`src/rtl/fpu_cmp_scheduler.sv`:
```
// rtl/fpu_cmp_scheduler.sv - round-robin scheduler sharing one magnitude-difference unit
//
// fpu_comparator: combinational |a-b|, a<b sign and overflow flag.
//   a, b  : unsigned operands
//   diff  : |a-b|
//   sign  : 1 when a<b
//   ovf   : operand MSBs differ and a's MSB differs from sign
//
// fpu_cmp_scheduler: two requesters share one fpu_comparator.
//   clk, rst_n                      : clock, asynchronous active-low reset
//   reqN_valid/reqN_a/reqN_b        : requester N operands
//   reqN_ready                      : requester N accepted this cycle (IDLE only)
//   res_valid/res_ready             : result handshake
//   res_id/res_diff/res_sign/res_ovf: registered result and owning requester
//   busy                            : an operation is in flight or held

module fpu_comparator #(
    parameter int WIDTH = 32
) (
    input  logic [WIDTH-1:0] a,
    input  logic [WIDTH-1:0] b,
    output logic [WIDTH-1:0] diff,
    output logic             sign,
    output logic             ovf
);
    always_comb begin
        sign = (a < b);
        diff = sign ? (b - a) : (a - b);
        ovf  = (a[WIDTH-1] != b[WIDTH-1]) && (a[WIDTH-1] != sign);
    end
endmodule

module fpu_cmp_scheduler #(
    parameter int WIDTH = 32
) (
    input  logic             clk,
    input  logic             rst_n,
    input  logic             req0_valid,
    input  logic [WIDTH-1:0] req0_a,
    input  logic [WIDTH-1:0] req0_b,
    output logic             req0_ready,
    input  logic             req1_valid,
    input  logic [WIDTH-1:0] req1_a,
    input  logic [WIDTH-1:0] req1_b,
    output logic             req1_ready,
    output logic             res_valid,
    input  logic             res_ready,
    output logic             res_id,
    output logic [WIDTH-1:0] res_diff,
    output logic             res_sign,
    output logic             res_ovf,
    output logic             busy
);
    typedef enum logic [1:0] {
        IDLE = 2'd0,
        CALC = 2'd1,
        RESP = 2'd2
    } state_t;

    state_t           state;
    state_t           state_next;
    logic             rr_ptr;
    logic [WIDTH-1:0] op_a;
    logic [WIDTH-1:0] op_b;
    logic             op_id;
    logic             grant0;
    logic             grant1;
    logic [WIDTH-1:0] cmp_diff;
    logic             cmp_sign;
    logic             cmp_ovf;

    fpu_comparator #(.WIDTH(WIDTH)) u_cmp (
        .a    (op_a),
        .b    (op_b),
        .diff (cmp_diff),
        .sign (cmp_sign),
        .ovf  (cmp_ovf)
    );

    always_ff @(posedge clk or negedge rst_n) begin
        if (!rst_n) begin
            state <= IDLE;
        end else begin
            state <= state_next;
        end
    end

    // rr_ptr==0 favours requester 0 when both are valid.
    always_comb begin
        grant0     = 1'b0;
        grant1     = 1'b0;
        state_next = state;
        case (state)
            IDLE: begin
                grant0 = req0_valid && (!req1_valid || !rr_ptr);
                grant1 = req1_valid && !grant0;
                if (grant0 || grant1) begin
                    state_next = CALC;
                end
            end
            CALC: state_next = RESP;
            RESP: begin
                if (res_ready) begin
                    state_next = IDLE;
                end
            end
            default: state_next = IDLE;
        endcase
    end

    // Readies are held low while reset is asserted even though state reads IDLE.
    assign req0_ready = grant0 && rst_n;
    assign req1_ready = grant1 && rst_n;
    assign busy       = (state != IDLE);

    always_ff @(posedge clk or negedge rst_n) begin
        if (!rst_n) begin
            rr_ptr    <= 1'b0;
            op_a      <= '0;
            op_b      <= '0;
            op_id     <= 1'b0;
            res_valid <= 1'b0;
            res_id    <= 1'b0;
            res_diff  <= '0;
            res_sign  <= 1'b0;
            res_ovf   <= 1'b0;
        end else begin
            case (state)
                IDLE: begin
                    if (grant0 || grant1) begin
                        op_a  <= grant1 ? req1_a : req0_a;
                        op_b  <= grant1 ? req1_b : req0_b;
                        op_id <= grant1;
                    end
                end
                CALC: begin
                    res_diff  <= cmp_diff;
                    res_sign  <= cmp_sign;
                    res_ovf   <= cmp_ovf;
                    res_id    <= op_id;
                    res_valid <= 1'b1;
                end
                RESP: begin
                    if (res_ready) begin
                        res_valid <= 1'b0;
                        // The requester just served loses priority next time.
                        rr_ptr    <= ~res_id;
                    end
                end
                default: ;
            endcase
        end
    end
endmodule

```
`config.mk`:
```
export PLATFORM = sky130hd
export DESIGN_NAME = fpu_cmp_scheduler
export DESIGN_NICKNAME = d
export VERILOG_FILES = /design/src/rtl/fpu_cmp_scheduler.sv
export SDC_FILE = /design/constraint.sdc
export NUM_CORES = 1
export LEC_CHECK = 0
export CAP_MARGIN = 0
export CORE_ASPECT_RATIO = 1.25
export CORE_MARGIN = 8
export CORE_UTILIZATION = 40
export CTS_CLUSTER_SIZE = 30
export DETAILED_ROUTE_END_ITERATION = 10
export PLACE_DENSITY = 0.75
export SLEW_MARGIN = 20
export SYNTH_ARGS = -nofsm -noshare
export SYNTH_HDL_FRONTEND = slang
export SYNTH_SLANG_ARGS = --single-unit
```
`constraint.sdc`:
```
create_clock -name clk -period 3.9 [get_ports clk]
set_input_delay 0.585 -clock clk [delete_from_list [all_inputs] [get_ports clk]]
set_output_delay 0.585 -clock clk [all_outputs]
set_load 0.005 [all_outputs]
```
### Yosys cells after proc, flatten, opt, wreduce, memory -nomap -nowiden

Index checks and enable logic that the tools add are counted.
Widths: inputs -> output; s select.

* register bits: 104
* word-level logic and storage cells: 48
* output and inout port bits: 39
* bits of input ports: 133

* mux-type cells: 10
* magnitude comparators: 1
* bitwise logic cells: 1
* eq/ne operators: 6
* $add $sub $neg: 2
* reduce and logical (&&, ||, !) cells: 18

Operators with widths (count)
* $mux 32: 3
* $sub 32x32->32: 2
* $lt 32x32->1: 1
* $reduce_and 2->1: 4
* $pmux 2 s3: 1
* $logic_and 1x1->1: 5
* $mux 2: 2
* $ne 2x2->1 const B: 2
* $reduce_bool 2->1: 2
* $logic_not 1->1: 3
* $logic_or 1x1->1: 3
* $mux 1: 3
* $eq 2x1->1 const B: 1
* $eq 2x2->1 const B: 1
* $logic_not 2->1: 1
* $ne 1x1->1: 2
* $pmux 1 s2: 1
* $not 1->1: 1

### Depth between registers and ports, before layout

Gate-level depths: netlist (run 1).

* depth in word-level cells: 8
* depth in mapped cells: 15

### By module

Synthesis (run 1) repeated with hierarchy kept, for this count alone.

* cell total of the unflattened synthesis: 951
* area, all modules: 8770.9 µm²

Modules (own cells, without submodules)
* fpu_cmp_scheduler: cells each 406, instances 1, area an instance 5172.5 µm²
* fpu_comparator: cells each 545, instances 1, area an instance 3598.5 µm²

### Worst setup path after synthesis (run 1)

OpenSTA, ideal clock, no wires.

* path kind: register -> register
* from: reg op_a[0]
* to: reg res_diff[29]
* buffers on the path: 2
* required time: 3.774 ns
* arrival time: 2.793 ns
* setup time: 0.126 ns
* clock period less this slack: 2.919 ns
* path slack: 0.981 ns
* stages on the path, launching flop included: 14
* path through: dfrtp_1 inv_1 ha_1 fa_1 nand2b_1 a21oi_1 o211a_1 o2111ai_4 and2_1 buf_6 buf_6 o31ai_1 o211ai_2 a221o_1

* longest elaborated chain between the ends: 2
* elaborated cells on any way between the ends: 4
* classes of those cells: add/sub (2); order compare (1); mux (1)

Ends and longest elaborated chain
* from (decl): RTL line 63 `logic [WIDTH-1:0] op_a;`
* from (signal assigned): RTL line 131 `op_a <= grant1 ? req1_a : req0_a;`
* $sub 32x32->32 or $lt 32x32->1 (tied branches): RTL line 28, 27
* $mux 32 *: RTL line 28 `diff = sign ? (b - a) : (a - b);`
* to (signal assigned): RTL line 137 `res_diff <= cmp_diff;`
* to (decl): RTL line 49 `output logic [WIDTH-1:0] res_diff,`

Mark *: on every way between the ends. The rest lies on a longest branch, timed or not.
A chain may end at the register's enable or synchronous reset.

### Final worst setup path (run 1)

* from: reg op_a[23]
* to: reg res_diff[11]

* longest elaborated chain between the ends: 2

Ends and longest elaborated chain
* $lt 32x32->1: RTL line 27 `sign = (a < b);`
* $mux 32: RTL line 28

No other way between the ends.

==> flow_summary.yaml, run 1 <==
yosys:
  synth_area_leaders: "dfrtp_1 (34%), ha_1 (10%), a222oi_1 (8.3%)"
  yosys_warnings: 0
  synth_nets: 1100
  synth-edff-count: 0
  synth.most_common_cell: "inv_1"
  ys_seq_area_frac: 0.339
  synth_common_cells: "inv_1 (139), dfrtp_1 (104), nand2_1 (82), a21oi_1 (64), a222oi_1 (64)"
  yosys.area.top_type_share: 0.339
  syn-cell-area_um2: 7680
  yosysUniqueCellTypes: 64
  ys_seq_elements: 104
  synth_top_area_cell: "dfrtp_1"
  syn_avg_cell_area_um2: 8.52
  synth_ff_type: "dfrtp_1"
  async_flop_share: 1.00
  synth_cells: 902
clocking:
  worstSkewPairLatency_ns: 0.36
  cts_setup_buffers: 0
  numCtsBuffers: 9
  cts.path.max_buffers: 2
  cts-root-buf: "clkbuf_16"
  clk_pin_slew_ns: 0.07
  cts_hold_buf: 0
  cts-resized-gates: 0
  numClockSinks: 104
  htreeDepth: 3
  cts_tree: "done"
drt:
  wirelength_mm: 24.3
  drt_iter0_markers: 838
  routed_via_density: 5.72
  ant_nets: 0
  first_pass_iters: 7
  vias: 7297
  drcViolationCount: 0
  routedWlPerCell_um: 19.0
critical_path:
  worstPathRequired_ns: 4.11
  reg2reg_to: "res_diff[11]$_DFFE_PN0P_"
  critical_path_class: "register to register"
  crit_arrival_ns: 3.62
  r2r_cells: 12
  rr_startpoint: "op_a[23]$_DFFE_PN0P_"
  r2r_setup_slack_ns: 0.49
  worstSetupEndpoint: "res_diff[11]$_DFFE_PN0P_"
  path_max_fanout: 11
  start_kind: "register"
  cp-end-kind: "register"
  crit_start: "op_a[23]$_DFFE_PN0P_"
floorplanning:
  io_pins: 172
  die_area_um2: 23900
  die_w_um: 140
  fp-row-count: 56
  die_h_um: 171
  core_um2: 18800
  initial_core_util: 0.409
layout:
  design_area_um2: 9810
  num_antenna_cells: 0
  n_fill_cell: 1793
  layout-drive-gt1-share: 0.0422
  fin_util: 0.522
  finalNetCount: 1236
  syn_to_final_growth_pct: 27.7
placement:
  port_buffers: 171
  routabilityCongestion: 0.943
  dpl_cell_area_um2: 9510
  hpwl_mm: 18.8
global_route:
  grt_usage: 0.201
  grt_overflow: 0
  grt_pass1_vias: 7284
  antenna_found_initial: 0
  grt_pass1_wl_mm: 38.4
  grt_max_degree: 66
outcome:
  status: "complete, no violations"
sta:
  fin_tns_setup_ns: 0
  maxSlewViolCount: 0
  fin_crit_sh: 0.875
  fin_hold_ws_ns: 0.156
  max_freq_mhz: 293
  layout_min_cycle_time_ns: 3.41
  rsz0062_at_grt: "no"
  fin_skew_ns: 0.00887
  setup_viol: 0
  final_hold_viol_count: 0
  worst_pin_slew_ns: 1.06
  slew_headroom: 0.295
hold_path:
  hp-class: "input pin to async pin"
flow_run:
  drv_cap: 0
==> cells by family (layout without fill, tap and decap cells) <==
| family | count (synthesis) | count (layout) | synth area share |
|---|---|---|---|
| and+or+nand+nor | 192 | 192 | 0.118 |
| muxes | 9 | 9 | 0.0121 |
| adders and majority gates | 65 | 65 | 0.108 |
| AOI/OAI and AO/OA | 305 | 305 | 0.284 |
| buffers and inverters | 198 | 339 | 0.106 |
| xor gates and xnor gates | 29 | 29 | 0.0331 |
| DFF | 104 | 104 | 0.339 |
==> critical path, cell delays in order (launching register included) <==
cell	delay (ns)
dfrtp_1	0.38
inv_1	0.05
ha_1	0.40
a21oi_1	0.25
o21ai_0	0.18
a211o_1	0.32
o21ai_2	0.36
nand2_1	0.32
buf_4	0.27
a2111oi_0	0.39
a31oi_1	0.10
xnor2_1	0.14
o21ai_0	0.08
==> flip-flops by register name, summed over array words and instances (netlist names) <==
register / flops
op_a: 32
op_b: 32
res_diff: 32
state: 2
op_id: 1
res_id: 1
res_ovf: 1
res_sign: 1
res_valid: 1
rr_ptr: 1
==> how the worst min path moves through the flow <==
stage          slack, ns              start                 endpoint  cells after the start
2_1_floorplan       0.29              rst_n      op_a[0]$_DFFE_PN0P_                      0
3_3_place_gp        0.45  op_id$_DFFE_PN0P_       res_id$_DFFE_PN0P_                      2
3_5_place_dp        0.46  op_id$_DFFE_PN0P_       res_id$_DFFE_PN0P_                      2
4_1_cts             0.16              rst_n  res_diff[9]$_DFFE_PN0P_                      1
5_1_grt             0.18              rst_n     state[0]$_DFFE_PN0P_                      1
6_report            0.16              rst_n     state[0]$_DFFE_PN0P_                      1
==> cells in the final DEF, fill, tap and decap left out, drive strengths merged, types with 7 or more instances in the layout <==
| master | n |
|---|---|
| clkdlybuf4s50 | 170 |
| inv | 141 |
| dfrtp | 104 |
| nand2 | 82 |
| o21ai | 71 |
| a222oi | 64 |
| a21oi | 64 |
| ha | 63 |
| nor2 | 38 |
| a21o | 20 |
| xnor2 | 17 |
| buf | 14 |
| o21a | 13 |
| xor2 | 12 |
| nand2b | 11 |
| nor3 | 10 |
| clkbuf | 10 |
| o21bai | 9 |
| and2 | 9 |
| nand3 | 8 |
| o31ai | 8 |
| nand4 | 8 |
| a31oi | 7 |
| mux2i | 7 |
| o211ai | 7 |
==> cell type report <==
class,count,area (um^2),area share
sequential,104,2600,0.265
tap,232,290,0.0296
clock inverter,6,67.6,0.00689
clock buffer,10,229,0.0233
inverter,139,522,0.0532
timing repair buffer,184,1810,0.184
multi-input combinational,600,4290,0.437
==> through the flow <==
stage / setup WS (ns) / std cells
after CTS: 0.485 / 1275
final: 0.487 / 1275
after detailed placement: 0.514 / 1259
after floorplan: 0.981 / 902
after global placement: 0.601 / 1259
after global routing: 0.184 / 1275
==> per-layer routing <==
layer  track usage  wire (um)  up-vias
met4        0.0719        554        0
met2         0.376      13200      236
li1              -          -     3516
met3        0.0346       1110       37
met5             0          0        -
met1         0.226       9460     3508
Power of run 1 is not shown: default switching activity piles up to over one toggle a cycle in this logic, so the estimate is an artifact.
==> inputs of run 2 (changes only) <==
Settings changed: ABC_AREA set to 1, DONT_BUFFER_PORTS set to 1, PLACE_DENSITY 0.75 to 0.63, SYNTH_HIERARCHICAL set to 1.
==> flow_summary.yaml, run 2 <==
drt:
  wirelength_mm: 29.9
  drcViolationCount: 0
  routed_via_density: 4.74
  vias: 9882
  routedWlPerCell_um: 14.3
  ant_nets: 0
  drt_iter0_markers: 590
  first_pass_iters: 5
clocking:
  cts.path.max_buffers: 2
  clk_pin_slew_ns: 0.08
  cts_setup_buffers: 0
  numCtsBuffers: 9
  htreeDepth: 3
  numClockSinks: 104
  cts-resized-gates: 0
  cts_tree: "done"
  worstSkewPairLatency_ns: 0.37
  cts-root-buf: "clkbuf_16"
yosys:
  synth_common_cells: "nand2_1 (813), inv_1 (366), nand3_1 (113), dfrtp_1 (104), nand4_1 (70)"
  synth-edff-count: 0
  syn-cell-area_um2: 10400
  synth_cells: 1794
  yosysUniqueCellTypes: 38
  synth_nets: 1992
  ys_seq_elements: 104
  yosys.area.top_type_share: 0.294
  async_flop_share: 1.00
  synth_top_area_cell: "nand2_1"
  synth.most_common_cell: "nand2_1"
  yosys_warnings: 6
  ys_seq_area_frac: 0.250
  syn_avg_cell_area_um2: 5.79
  synth_area_leaders: "nand2_1 (29%), dfrtp_1 (25%), inv_1 (13%)"
  synth_ff_type: "dfrtp_1"
outcome:
  status: "complete, no violations"
global_route:
  grt_pass1_wl_mm: 48.7
  grt_pass1_vias: 9506
  grt_max_degree: 105
  grt_usage: 0.190
  grt_overflow: 0
  antenna_found_initial: 0
flow_run:
  drv_cap: 0
floorplanning:
  die_w_um: 160
  fp-row-count: 66
  io_pins: 172
  initial_core_util: 0.403
  die_h_um: 196
  core_um2: 25800
  die_area_um2: 31400
layout:
  layout-drive-gt1-share: 0.0441
  largest_registers: "op_a: 32 flops, op_b: 32 flops, res_diff: 32 flops"
  num_antenna_cells: 0
  layout_commonest_cell: "nand2_1"
  most-common-layout-cells: "nand2_1 (812), inv_1 (366), nand3_1 (112)"
  finalNetCount: 1940
  syn_to_final_growth_pct: 3.73
critical_path:
  crit_arrival_ns: 3.04
  start_kind: "register"
  critPathMostFrequentCell: "nand2_1"
  cp_slowest_cell: "fa_1"
  cp-end-kind: "register"
  worstPathRequired_ns: 4.15
  path_buf_inv: 3
  critical_path_class: "register to register"
  worst_path_dominant_cell_family: "simple AND/OR/NAND/NOR gates"
  path_max_fanout: 34
  critPathMaxStageDelay_ns: 0.41
  crit_chain: "inv_1 -> ha_1 -> fa_1 -> inv_1 -> nand3_1 -> nand3_1 -> nand2_1 -> nand2_2 -> nand2_1 -> nand2_2 -> nand3_2 -> nand2_4 -> inv_4 -> nand2_1 -> nand2_1 -> nand2_1 -> nand2_1"
placement:
  routabilityCongestion: 0.912
  port_buffers: 0
  hpwl_mm: 24.4
sta:
  maxSlewViolCount: 0
  fin_skew_ns: 0.00946
  slew_headroom: 0.436
  rsz0062_at_grt: "no"
  worst_pin_slew_ns: 0.845
  setup_viol: 0
  final_hold_viol_count: 0
  fin_crit_sh: 0.716
  max_freq_mhz: 358
  fin_tns_setup_ns: 0
  layout_min_cycle_time_ns: 2.79
hold_path:
  hp-class: "input pin to async pin"
==> run 2: cell count changes after synthesis, sizes merged, moves of 34 or more <==
cell	previous run	this run
nand2	82	825
inv	139	386
nand3	8	114
a222oi	64	0
o21ai	71	8
nand4	8	70
buf	31	65
==> run 2: timing repair <==
action	in CTS	in global routing
setup endpoints to repair	0	0
endpoints found under the hold margin	104	0
hold buffers	1	0
==> run 2: final timing paths <==
kind                                      start                        to  slack (ns)  cells past startpoint
setup / recovery            op_a[0]$_DFFE_PN0P_  res_diff[30]$_DFFE_PN0P_        1.11                     17
hold / removal                            rst_n       op_b[3]$_DFFE_PN0P_        0.16                      1
setup reg to reg            op_a[0]$_DFFE_PN0P_  res_diff[30]$_DFFE_PN0P_        1.11                     17
hold reg to reg            op_b[31]$_DFFE_PN0P_      op_b[31]$_DFFE_PN0P_        0.49                      2
max in group asynchronous                 rst_n  res_diff[21]$_DFFE_PN0P_        3.35                      1
min in group clk                      res_ready      state[1]$_DFFE_PN0P_        0.31                      1
==> run 2: layer usage <==
metal	global-route usage	part of all wire
met3	0.0361	0.050
met1	0.263	0.49
met4	0.0517	0.020
met5	0	0
met2	0.299	0.44
==> run 2: per-stage QoR <==
step | setup WS [ns] | utilization | area [um^2] | cells | hold WS (ns)
final | 1.11 | 0.419 | 10800 | 2087 | 0.162
after floorplan | 1.69 | - | 10400 | 1794 | 0.289
after global routing | 0.880 | 0.419 | 10800 | 2087 | 0.195
after CTS | 1.11 | 0.419 | 10800 | 2087 | 0.164
after global placement | 1.23 | 0.406 | 10500 | 2070 | 0.296
after detailed placement | 1.13 | 0.406 | 10500 | 2070 | 0.298
==> run 2: kinds of logic (layout without fill, tap and decap cells) <==
group / count (synthesis) / in the layout / synth area share
fa+ha+maj: 65 / 65 / 0.0797
simple gates: 1078 / 1078 / 0.430
xor+xnor: 32 / 32 / 0.0270
flops: 104 / 104 / 0.250
compound gates: 55 / 55 / 0.0313
buf+inv: 460 / 413 / 0.182
==> run 2: worst reg2reg max path, cell delays in order, from the launching register on <==
cell,delay (ns)
dfrtp_1,0.38
inv_1,0.05
ha_1,0.21
fa_1,0.41
inv_1,0.12
nand3_1,0.07
nand3_1,0.16
nand2_1,0.09
nand2_2,0.09
nand2_1,0.06
nand2_2,0.09
nand3_2,0.11
nand2_4,0.32
inv_4,0.21
nand2_1,0.13
nand2_1,0.06
nand2_1,0.06
nand2_1,0.05
==> run 2: cell type report <==
type	instances	area, um^2
fill	2942	15000
timing repair buffer	8	80.1
multi-input combinational	1230	5920
tap	340	425
inverter	389	1460
clock inverter	7	66.3
sequential	104	2600
clock buffer	9	225
Power of run 2 is left out for the same reason.
==> inputs of run 3 (changes only) <==
Clock period 3.9 ns to 2.6 ns, I/O delays scaled along.
==> flow_summary.yaml, run 3 (synthesis gave the netlist of run 2 again) <==
outcome:
  status: "finished, violations left"
  violations: "negative hold slack"
critical_path:
  critical_path_class: "register to register"
  worstPathRequired_ns: 2.91
  crit_arrival_ns: 2.67
  start_kind: "register"
  crit_start: "op_a[0]$_DFFE_PN0P_"
  path_max_fanout: 20
  critPathMaxStageDelay_ns: 0.37
  cp_slowest_cell: "dfrtp_1"
  crit_chain: "inv_1 -> ha_1 -> fa_2 -> inv_2 -> nand3_1 -> nand3_1 -> nand2_1 -> nand2_2 -> nand2_1 -> nand2_2 -> nand3_4 -> nand2_8 -> buf_8 -> nand2_1 -> o21ai_1 -> nand2_1 -> nand2_1"
  rr_startpoint: "op_a[0]$_DFFE_PN0P_"
  critPathMostFrequentCell: "nand2_1"
  path_buf_inv: 3
  worst_path_dominant_cell_family: "simple AND/OR/NAND/NOR gates"
  cp-end-kind: "register"
sta:
  setup_viol: 0
  slew_headroom: 0.553
  fin_hold_ws_ns: -0.285
  max_freq_mhz: 423
  worst_pin_slew_ns: 0.671
  fin_tns_setup_ns: 0
  maxSlewViolCount: 0
  fin_crit_sh: 0.909
  fin_skew_ns: 0.00637
  layout_min_cycle_time_ns: 2.36
  final_hold_viol_count: 104
  rsz0062_at_grt: "no"
drt:
  routed_via_density: 4.68
  drcViolationCount: 0
  drt_iter0_markers: 587
  routedWlPerCell_um: 14.2
  ant_nets: 0
  wirelength_mm: 29.9
  first_pass_iters: 6
  vias: 9873
clocking:
  cts-root-buf: "clkbuf_16"
  clk_pin_slew_ns: 0.07
  worstSkewPairLatency_ns: 0.37
  cts.path.max_buffers: 2
  numClockSinks: 104
  cts_tree: "done"
  htreeDepth: 3
  numCtsBuffers: 9
layout:
  most-common-layout-cells: "nand2_1 (812), inv_1 (365), nand3_1 (112)"
  syn_to_final_growth_pct: 5.91
  layout-drive-gt1-share: 0.0605
  layout_commonest_cell: "nand2_1"
  fin_util: 0.427
  num_antenna_cells: 0
  finalNetCount: 1962
  largest_registers: "op_a: 32 flops, op_b: 32 flops, res_diff: 32 flops"
floorplanning:
  initial_core_util: 0.403
  io_pins: 172
  core_um2: 25800
  fp-row-count: 66
  die_w_um: 160
  die_h_um: 196
  die_area_um2: 31400
placement:
  hpwl_mm: 24.5
  port_buffers: 0
  routabilityCongestion: 0.866
hold_path:
  hp-class: "input pin to async pin"
global_route:
  grt_overflow: 0
  grt_pass1_wl_mm: 48.0
  grt_pass1_vias: 9468
  grt_max_degree: 106
  antenna_found_initial: 0
  grt_usage: 0.189
flow_run:
  drv_cap: 0
## run 3: layout make-up
cell class                      instances  area [um^2]
Clock buffer                           10          239
Timing Repair Buffer                   29          238
Inverter                              389         1470
Fill cell                            2945        14800
Tap cell                              340          425
Clock inverter                          6         73.8
Multi-Input combinational cell       1231         5970
Sequential cell                       104         2600
## run 3: timing repair
item / CTS / global route
resized for setup: 0 / 13
endpoints found under the hold margin: 104 / 104
setup buffers: 0 / 6
setup endpoints to repair: 0 / 31
## run 3: worst register-to-register path: stages (launching register included)
cell and delay (ns):
dfrtp_1 0.37, inv_1 0.05, ha_1 0.22, fa_2 0.37, inv_2 0.08, nand3_1 0.06
nand3_1 0.10, nand2_1 0.07, nand2_2 0.09, nand2_1 0.07, nand2_2 0.10, nand3_4 0.14
nand2_8 0.14, buf_8 0.16, nand2_1 0.06, o21ai_1 0.07, nand2_1 0.07, nand2_1 0.08
## run 3: worst paths after layout
check / endpoint / slack, ns / cells past startpoint
max in group asynchronous: res_diff[22]$_DFFE_PN0P_ / 2.73 / 0
max reg2reg: res_diff[2]$_DFFE_PN0P_ / 0.24 / 17
min reg2reg: op_b[31]$_DFFE_PN0P_ / 0.50 / 2
min in group clk: state[1]$_DFFE_PN0P_ / 0.15 / 1
min: state[0]$_DFFE_PN0P_ / -0.28 / 0
max: res_diff[2]$_DFFE_PN0P_ / 0.24 / 17
## run 3: layer usage
layer | track usage | routed length [um] | vias to the layer above
li1 | - | - | 5261
met1 | 0.260 | 14300 | 4354
met2 | 0.302 | 13600 | 236
met3 | 0.0256 | 1580 | 22
met4 | 0.0579 | 459 | 0
met5 | 0 | 0 | -
## run 3: per-stage QoR
step | cells | hold WS [ns] | worst slack, ns | instance area [um^2]
CTS | 2102 | -0.307 | 0.0178 | 10900
global placement | 2086 | 0.101 | 0.112 | 10600
global route | 2109 | -0.306 | 0.00742 | 11000
floorplan | 1794 | 0.0944 | 0.393 | 10400
finish | 2109 | -0.285 | 0.236 | 11000
detailed placement | 2086 | 0.101 | 0.0417 | 10600
Power of run 3 is left out for the same reason.
